<file path="src/rtl/hpi_bus_arbiter.sv">
// hpi_bus_arbiter
//   Owns the OTG host-port interface (HPI) pins and shares them between two
//   requesters: req0 (NIOS-side bridge) and req1 (hardware keycode poller).
//   Each accepted request becomes one timed HPI cycle (setup, strobe, hold).
//   After system reset the OTG chip reset is held low for RST_CYCLES cycles.
//
// Ports
//   clk_clk              system clock, rising edge
//   reset_reset          synchronous active-high reset
//   reqN_valid/write/addr/wdata   request from requester N (N = 0, 1)
//   reqN_ready           request accepted this cycle (combinational, IDLE only)
//   reqN_done            one-cycle pulse when N's transaction completes
//   reqN_rdata           last read data for N, held until N's next read completes
//   otg_hpi_*            HPI pad-side signals; the top level builds the tristate
//                        from otg_hpi_data_out / otg_hpi_data_oe
//   otg_hpi_reset_n      OTG chip reset, active low

module hpi_bus_arbiter #(
    parameter int unsigned RST_CYCLES    = 16,
    parameter int unsigned SETUP_CYCLES  = 2,
    parameter int unsigned STROBE_CYCLES = 3,
    parameter int unsigned HOLD_CYCLES   = 1
) (
    input  logic        clk_clk,
    input  logic        reset_reset,

    input  logic        req0_valid,
    input  logic        req0_write,
    input  logic [1:0]  req0_addr,
    input  logic [15:0] req0_wdata,
    output logic        req0_ready,
    output logic        req0_done,
    output logic [15:0] req0_rdata,

    input  logic        req1_valid,
    input  logic        req1_write,
    input  logic [1:0]  req1_addr,
    input  logic [15:0] req1_wdata,
    output logic        req1_ready,
    output logic        req1_done,
    output logic [15:0] req1_rdata,

    output logic [1:0]  otg_hpi_address,
    output logic        otg_hpi_cs_n,
    output logic        otg_hpi_r_n,
    output logic        otg_hpi_w_n,
    output logic [15:0] otg_hpi_data_out,
    output logic        otg_hpi_data_oe,
    input  logic [15:0] otg_hpi_data_in,
    output logic        otg_hpi_reset_n
);

    localparam int unsigned CntW = 16;

    // Counter load values: a phase of N cycles counts N-1 down to 0.
    localparam logic [CntW-1:0] RstLoad    = CntW'(RST_CYCLES - 1);
    localparam logic [CntW-1:0] SetupLoad  = CntW'(SETUP_CYCLES - 1);
    localparam logic [CntW-1:0] StrobeLoad = CntW'(STROBE_CYCLES - 1);
    localparam logic [CntW-1:0] HoldLoad   = CntW'(HOLD_CYCLES - 1);

    typedef enum logic [2:0] {
        StRstHold,
        StIdle,
        StSetup,
        StStrobe,
        StHold
    } state_e;

    state_e          state_q;
    logic [CntW-1:0] cnt_q;
    logic            last_grant_q;  // 0 = req0 granted last, 1 = req1
    logic            owner_q;       // requester owning the current transaction
    logic            write_q;
    logic [15:0]     capture_q;     // read data sampled at the end of STROBE

    logic            gnt0;
    logic            gnt1;
    logic            sel_write;
    logic [1:0]      sel_addr;
    logic [15:0]     sel_wdata;

    // Round-robin on a tie: the requester that did not win last time gets it.
    always_comb begin
        gnt0      = req0_valid && (!req1_valid || last_grant_q);
        gnt1      = req1_valid && (!req0_valid || !last_grant_q);
        sel_write = gnt1 ? req1_write : req0_write;
        sel_addr  = gnt1 ? req1_addr  : req0_addr;
        sel_wdata = gnt1 ? req1_wdata : req0_wdata;
    end

    // Gated by reset so an accept is never advertised on an edge that reset wins.
    assign req0_ready = !reset_reset && (state_q == StIdle) && gnt0;
    assign req1_ready = !reset_reset && (state_q == StIdle) && gnt1;

    always_ff @(posedge clk_clk) begin
        if (reset_reset) begin
            state_q          <= StRstHold;
            cnt_q            <= RstLoad;
            last_grant_q     <= 1'b1;
            owner_q          <= 1'b0;
            write_q          <= 1'b0;
            capture_q        <= '0;
            req0_done        <= 1'b0;
            req1_done        <= 1'b0;
            req0_rdata       <= '0;
            req1_rdata       <= '0;
            otg_hpi_address  <= '0;
            otg_hpi_cs_n     <= 1'b1;
            otg_hpi_r_n      <= 1'b1;
            otg_hpi_w_n      <= 1'b1;
            otg_hpi_data_out <= '0;
            otg_hpi_data_oe  <= 1'b0;
            otg_hpi_reset_n  <= 1'b0;
        end else begin
            req0_done <= 1'b0;
            req1_done <= 1'b0;

            case (state_q)
                StRstHold: begin
                    if (cnt_q == '0) begin
                        state_q         <= StIdle;
                        otg_hpi_reset_n <= 1'b1;
                    end else begin
                        cnt_q <= cnt_q - 1'b1;
                    end
                end

                StIdle: begin
                    if (gnt0 || gnt1) begin
                        state_q         <= StSetup;
                        cnt_q           <= SetupLoad;
                        owner_q         <= gnt1;
                        last_grant_q    <= gnt1;
                        write_q         <= sel_write;
                        otg_hpi_cs_n    <= 1'b0;
                        otg_hpi_r_n     <= 1'b1;
                        otg_hpi_w_n     <= 1'b1;
                        otg_hpi_address <= sel_addr;
                        otg_hpi_data_oe <= sel_write;
                        if (sel_write) begin
                            otg_hpi_data_out <= sel_wdata;
                        end
                    end
                end

                StSetup: begin
                    if (cnt_q == '0) begin
                        state_q     <= StStrobe;
                        cnt_q       <= StrobeLoad;
                        otg_hpi_r_n <= write_q;
                        otg_hpi_w_n <= !write_q;
                    end else begin
                        cnt_q <= cnt_q - 1'b1;
                    end
                end

                StStrobe: begin
                    if (cnt_q == '0) begin
                        state_q     <= StHold;
                        cnt_q       <= HoldLoad;
                        capture_q   <= otg_hpi_data_in;
                        otg_hpi_r_n <= 1'b1;
                        otg_hpi_w_n <= 1'b1;
                    end else begin
                        cnt_q <= cnt_q - 1'b1;
                    end
                end

                StHold: begin
                    if (cnt_q == '0) begin
                        state_q         <= StIdle;
                        otg_hpi_cs_n    <= 1'b1;
                        otg_hpi_data_oe <= 1'b0;
                        if (owner_q) begin
                            req1_done <= 1'b1;
                            if (!write_q) begin
                                req1_rdata <= capture_q;
                            end
                        end else begin
                            req0_done <= 1'b1;
                            if (!write_q) begin
                                req0_rdata <= capture_q;
                            end
                        end
                    end else begin
                        cnt_q <= cnt_q - 1'b1;
                    end
                end

                default: begin
                    state_q <= StRstHold;
                    cnt_q   <= RstLoad;
                end
            endcase
        end
    end

endmodule

</file>
<file path="config.mk">
export PLATFORM = sky130hd
export DESIGN_NAME = hpi_bus_arbiter
export DESIGN_NICKNAME = d
export VERILOG_FILES = /design/src/rtl/hpi_bus_arbiter.sv
export SDC_FILE = /design/constraint.sdc
export NUM_CORES = 1
export LEC_CHECK = 0
export ABC_CLOCK_PERIOD_IN_PS = 3450
export BUFFER_PORTS_ARGS = -buffer_cell sky130_fd_sc_hd__clkbuf_2
export CAP_MARGIN = 10
export CORE_ASPECT_RATIO = 0.5
export CORE_MARGIN = 2
export CORE_UTILIZATION = 35
export CTS_BUF_LIST = sky130_fd_sc_hd__clkbuf_8 sky130_fd_sc_hd__clkbuf_16
export DETAILED_ROUTE_END_ITERATION = 12
export HOLD_SLACK_MARGIN = 0.03
export PLACE_DENSITY_LB_ADDON = 0.08
export SLEW_MARGIN = 15
export SYNTH_ARGS = -nofsm -noshare
export SYNTH_HDL_FRONTEND = slang
export SYNTH_SLANG_ARGS = --single-unit
</file>
<file path="constraint.sdc">
create_clock -name clk_clk -period 3.45 [get_ports clk_clk]
set_clock_uncertainty 0.1 [all_clocks]
set_input_delay 0.1725 -clock clk_clk [delete_from_list [all_inputs] [get_ports clk_clk]]
set_output_delay 0.1725 -clock clk_clk [all_outputs]
set_load 0.1 [all_outputs]
</file>
==> flow_summary.json <==
{
  "synthMostInstantiatedCell": "nand2_1",
  "ctsResizeCount": 0,
  "rr_worst_depth": 8,
  "dpl.hpwl_mm": 7.15,
  "fin_setup_tns_ns": 0,
  "synth_nets": 551,
  "synth_edf_count": 0,
  "ys_async_sr_fraction": 0,
  "post_cts_buffers": 0,
  "setup_viol": 0,
  "start_kind": "register",
  "final_max_slew_viol_count": 0,
  "gp_congestion": 0.814,
  "antenna_cells": 0,
  "end_kind": "register",
  "synthTopCellsByArea": "dfxtp_1 47%, nand2_1 10%, a21oi_1 9.0%",
  "outcome": "finished, final reports clean",
  "crit_path_max_incr_delay_ns": 0.53,
  "synth_cells": 492,
  "crit_slowest_cell": "or4b_4",
  "core_um2": 11100,
  "synth_top_flop_cell": "dfxtp_1",
  "clk_path_buf_depth": 2,
  "worstHoldEndpoint": "last_grant_q",
  "track_usage": 0.169,
  "yosys_warnings": 0,
  "nets": 671,
  "ios": 117,
  "cts_buffers": 9,
  "path_cells": "inv_1, ha_1, or4b_4, nor4_4, buf_4, nand3_1, nand2_1, a21oi_1",
  "drc_errors": 0,
  "rsz0062_at_grt": "false",
  "critical_path_arrival_ns": 2.97,
  "die_h_um": 80.1,
  "worstHoldPathType": "input port to register",
  "tritoncts": "yes",
  "fin_area_um2": 5210,
  "r2r_start": "cnt_q[0]",
  "synthDistinctLibCells": 51,
  "layout-drive-gt1-share": 0.246,
  "period_needed_ns": 2.86,
  "min_from": "reset_reset",
  "drt_wl_total_mm": 10.4,
  "wire_per_inst_um": 13.6,
  "first_iter_violations": 221,
  "ant_nets": 0,
  "tightest_slew_ns": 0.690,
  "syn_area_um2": 4060,
  "whs_path_depth": 3,
  "vias": 3808,
  "ir_worst_vdd_mv": 0.193,
  "htree_levels": 3,
  "grt_overflow": 0,
  "power.density_nw_per_um2": 421,
  "cts_sinks": 95,
  "vias_per_cell": 5.00,
  "post-route-period-util": 0.830,
  "rows": 27,
  "first_global_vias": 3416,
  "initial_utilization": 0.364,
  "cts_hold_buf": 16,
  "reg2reg_to": "capture_q[15]",
  "hold_viol": 0,
  "critical_path_class": "register to register",
  "relSlewSlack": 0.540,
  "r2r_setup_slack_ns": 0.59,
  "antenna_found_initial": 0,
  "synthDominantCellAreaShare": 0.469,
  "dr.pass1.iters": 4,
  "cap_viol_max_count": 0,
  "leakagePower_nw": 2.03,
  "cts.clk_slew.worst_paths_ns": 0.07,
  "placed_cell_area_um2": 4750,
  "grt_max_degree": 62,
  "worstPathRequired_ns": 3.56,
  "insertion_delay_ns": 0.34,
  "dieArea_um2": 12500,
  "numPortBuffers": 116,
  "crit_path_max_fanout": 17,
  "yosysTopAreaCell": "dfxtp_1",
  "syn2layout_area_growth_pct": 28.5,
  "clock.fmax_mhz": 349,
  "grt_pass1_wl_mm": 16.7,
  "seq_area_frac_synth": 0.469,
  "critPathLaunch": "cnt_q[0]",
  "synth_area_per_cell_um2": 8.24,
  "ys_ff_latch": 95,
  "synth_common_cells": "108 x nand2_1, 95 x dfxtp_1, 73 x a21oi_1",
  "root_buffer": "clkbuf_16",
  "die_w_um": 156
}
metal layers:
layer,share of wire,vias up,global-route usage
met1,0.50,1706,0.225
met5,0,-,0
li1,-,1979,-
met4,0.0094,0,0.0450
met3,0.059,10,0.0513
met2,0.43,113,0.266
cells in the final DEF, fill, tap and decap left out, types with 4 or more instances in the layout:
cell and instances:
clkbuf_2 115, nand2_1 108, dfxtp_1 95, a21oi_1 73, nor2_1 36, a211oi_1 22, mux2i_1 21, dlygate4sd3_1 16
o21ai_0 12, nand3_1 12, nor3_1 9, clkbuf_16 9, buf_4 9, nand2b_1 7, inv_1 5, or3_1 5
and3_1 4, or4_1 4, nor2b_1 4
per-stage QoR:
step                      hold WS [ns]  power, mW  utilization  std cells  setup WS [ns]
after detailed placement         0.321       1.22        0.426        730          0.596
after floorplan                  0.212       1.17            -        492          0.982
after CTS                       0.0380       2.22        0.467        762          0.567
final                           0.0388       2.20        0.467        762          0.588
after global routing            0.0393       2.28        0.467        762          0.367
after global placement           0.315       1.22        0.426        730          0.672
critical path: cells and delay by family, from the launching register on:
kind	cells	cell delay, ns
AND/OR/NAND/NOR	4	1.71
flip-flops	1	0.34
buffers and inverters	2	0.30
adder cells (fa/ha/maj)	1	0.17
AO/OA/AOI/OAI	1	0.09
cells by family (layout without fill, tap and decap cells):
group / Yosys count / count (layout) / synth area share
multiplexers: 21 / 21 / 0.0518
buffers and inverters: 37 / 162 / 0.0398
adder cells (fa/ha/maj): 1 / 1 / 0.00308
AND/OR/NAND/NOR: 210 / 210 / 0.246
AO/OA/AOI/OAI: 128 / 128 / 0.190
flip-flops: 95 / 95 / 0.469
report_power, final:
group	leakage [nW]	switching, mW	internal, mW	total, mW
logic	1.12	0.0482	0.0543	0.102
registers	0.766	0.00315	1.10	1.10
clock network	0.148	0.463	0.528	0.991
total	2.03	0.514	1.68	2.20
worst max path at each step:
stage                    end  slack [ns]
6_report       capture_q[15]        0.59
5_1_grt        capture_q[15]        0.37
4_1_cts        capture_q[15]        0.57
3_5_place_dp   capture_q[15]        0.60
3_3_place_gp    capture_q[6]        0.67
2_1_floorplan       cnt_q[2]        0.98
area by class of cell:
class | count | area (µm²)
clock buffer | 10 | 239
clock inverter | 6 | 62.6
fill | 1140 | 5940
inverter | 5 | 18.8
multi-input combinational | 360 | 2000
sequential | 95 | 1900
tap | 145 | 181
timing repair buffer | 141 | 808
registers in the layout, summed over array words and instances (netlist names), 2 cells and up:
register          cells
req1_rdata           16
capture_q            16
otg_hpi_address       2
cnt_q                16
otg_hpi_data_out     16
req0_rdata           16
state_q               3
No activity file was read; power rests on OpenSTA's default activity.
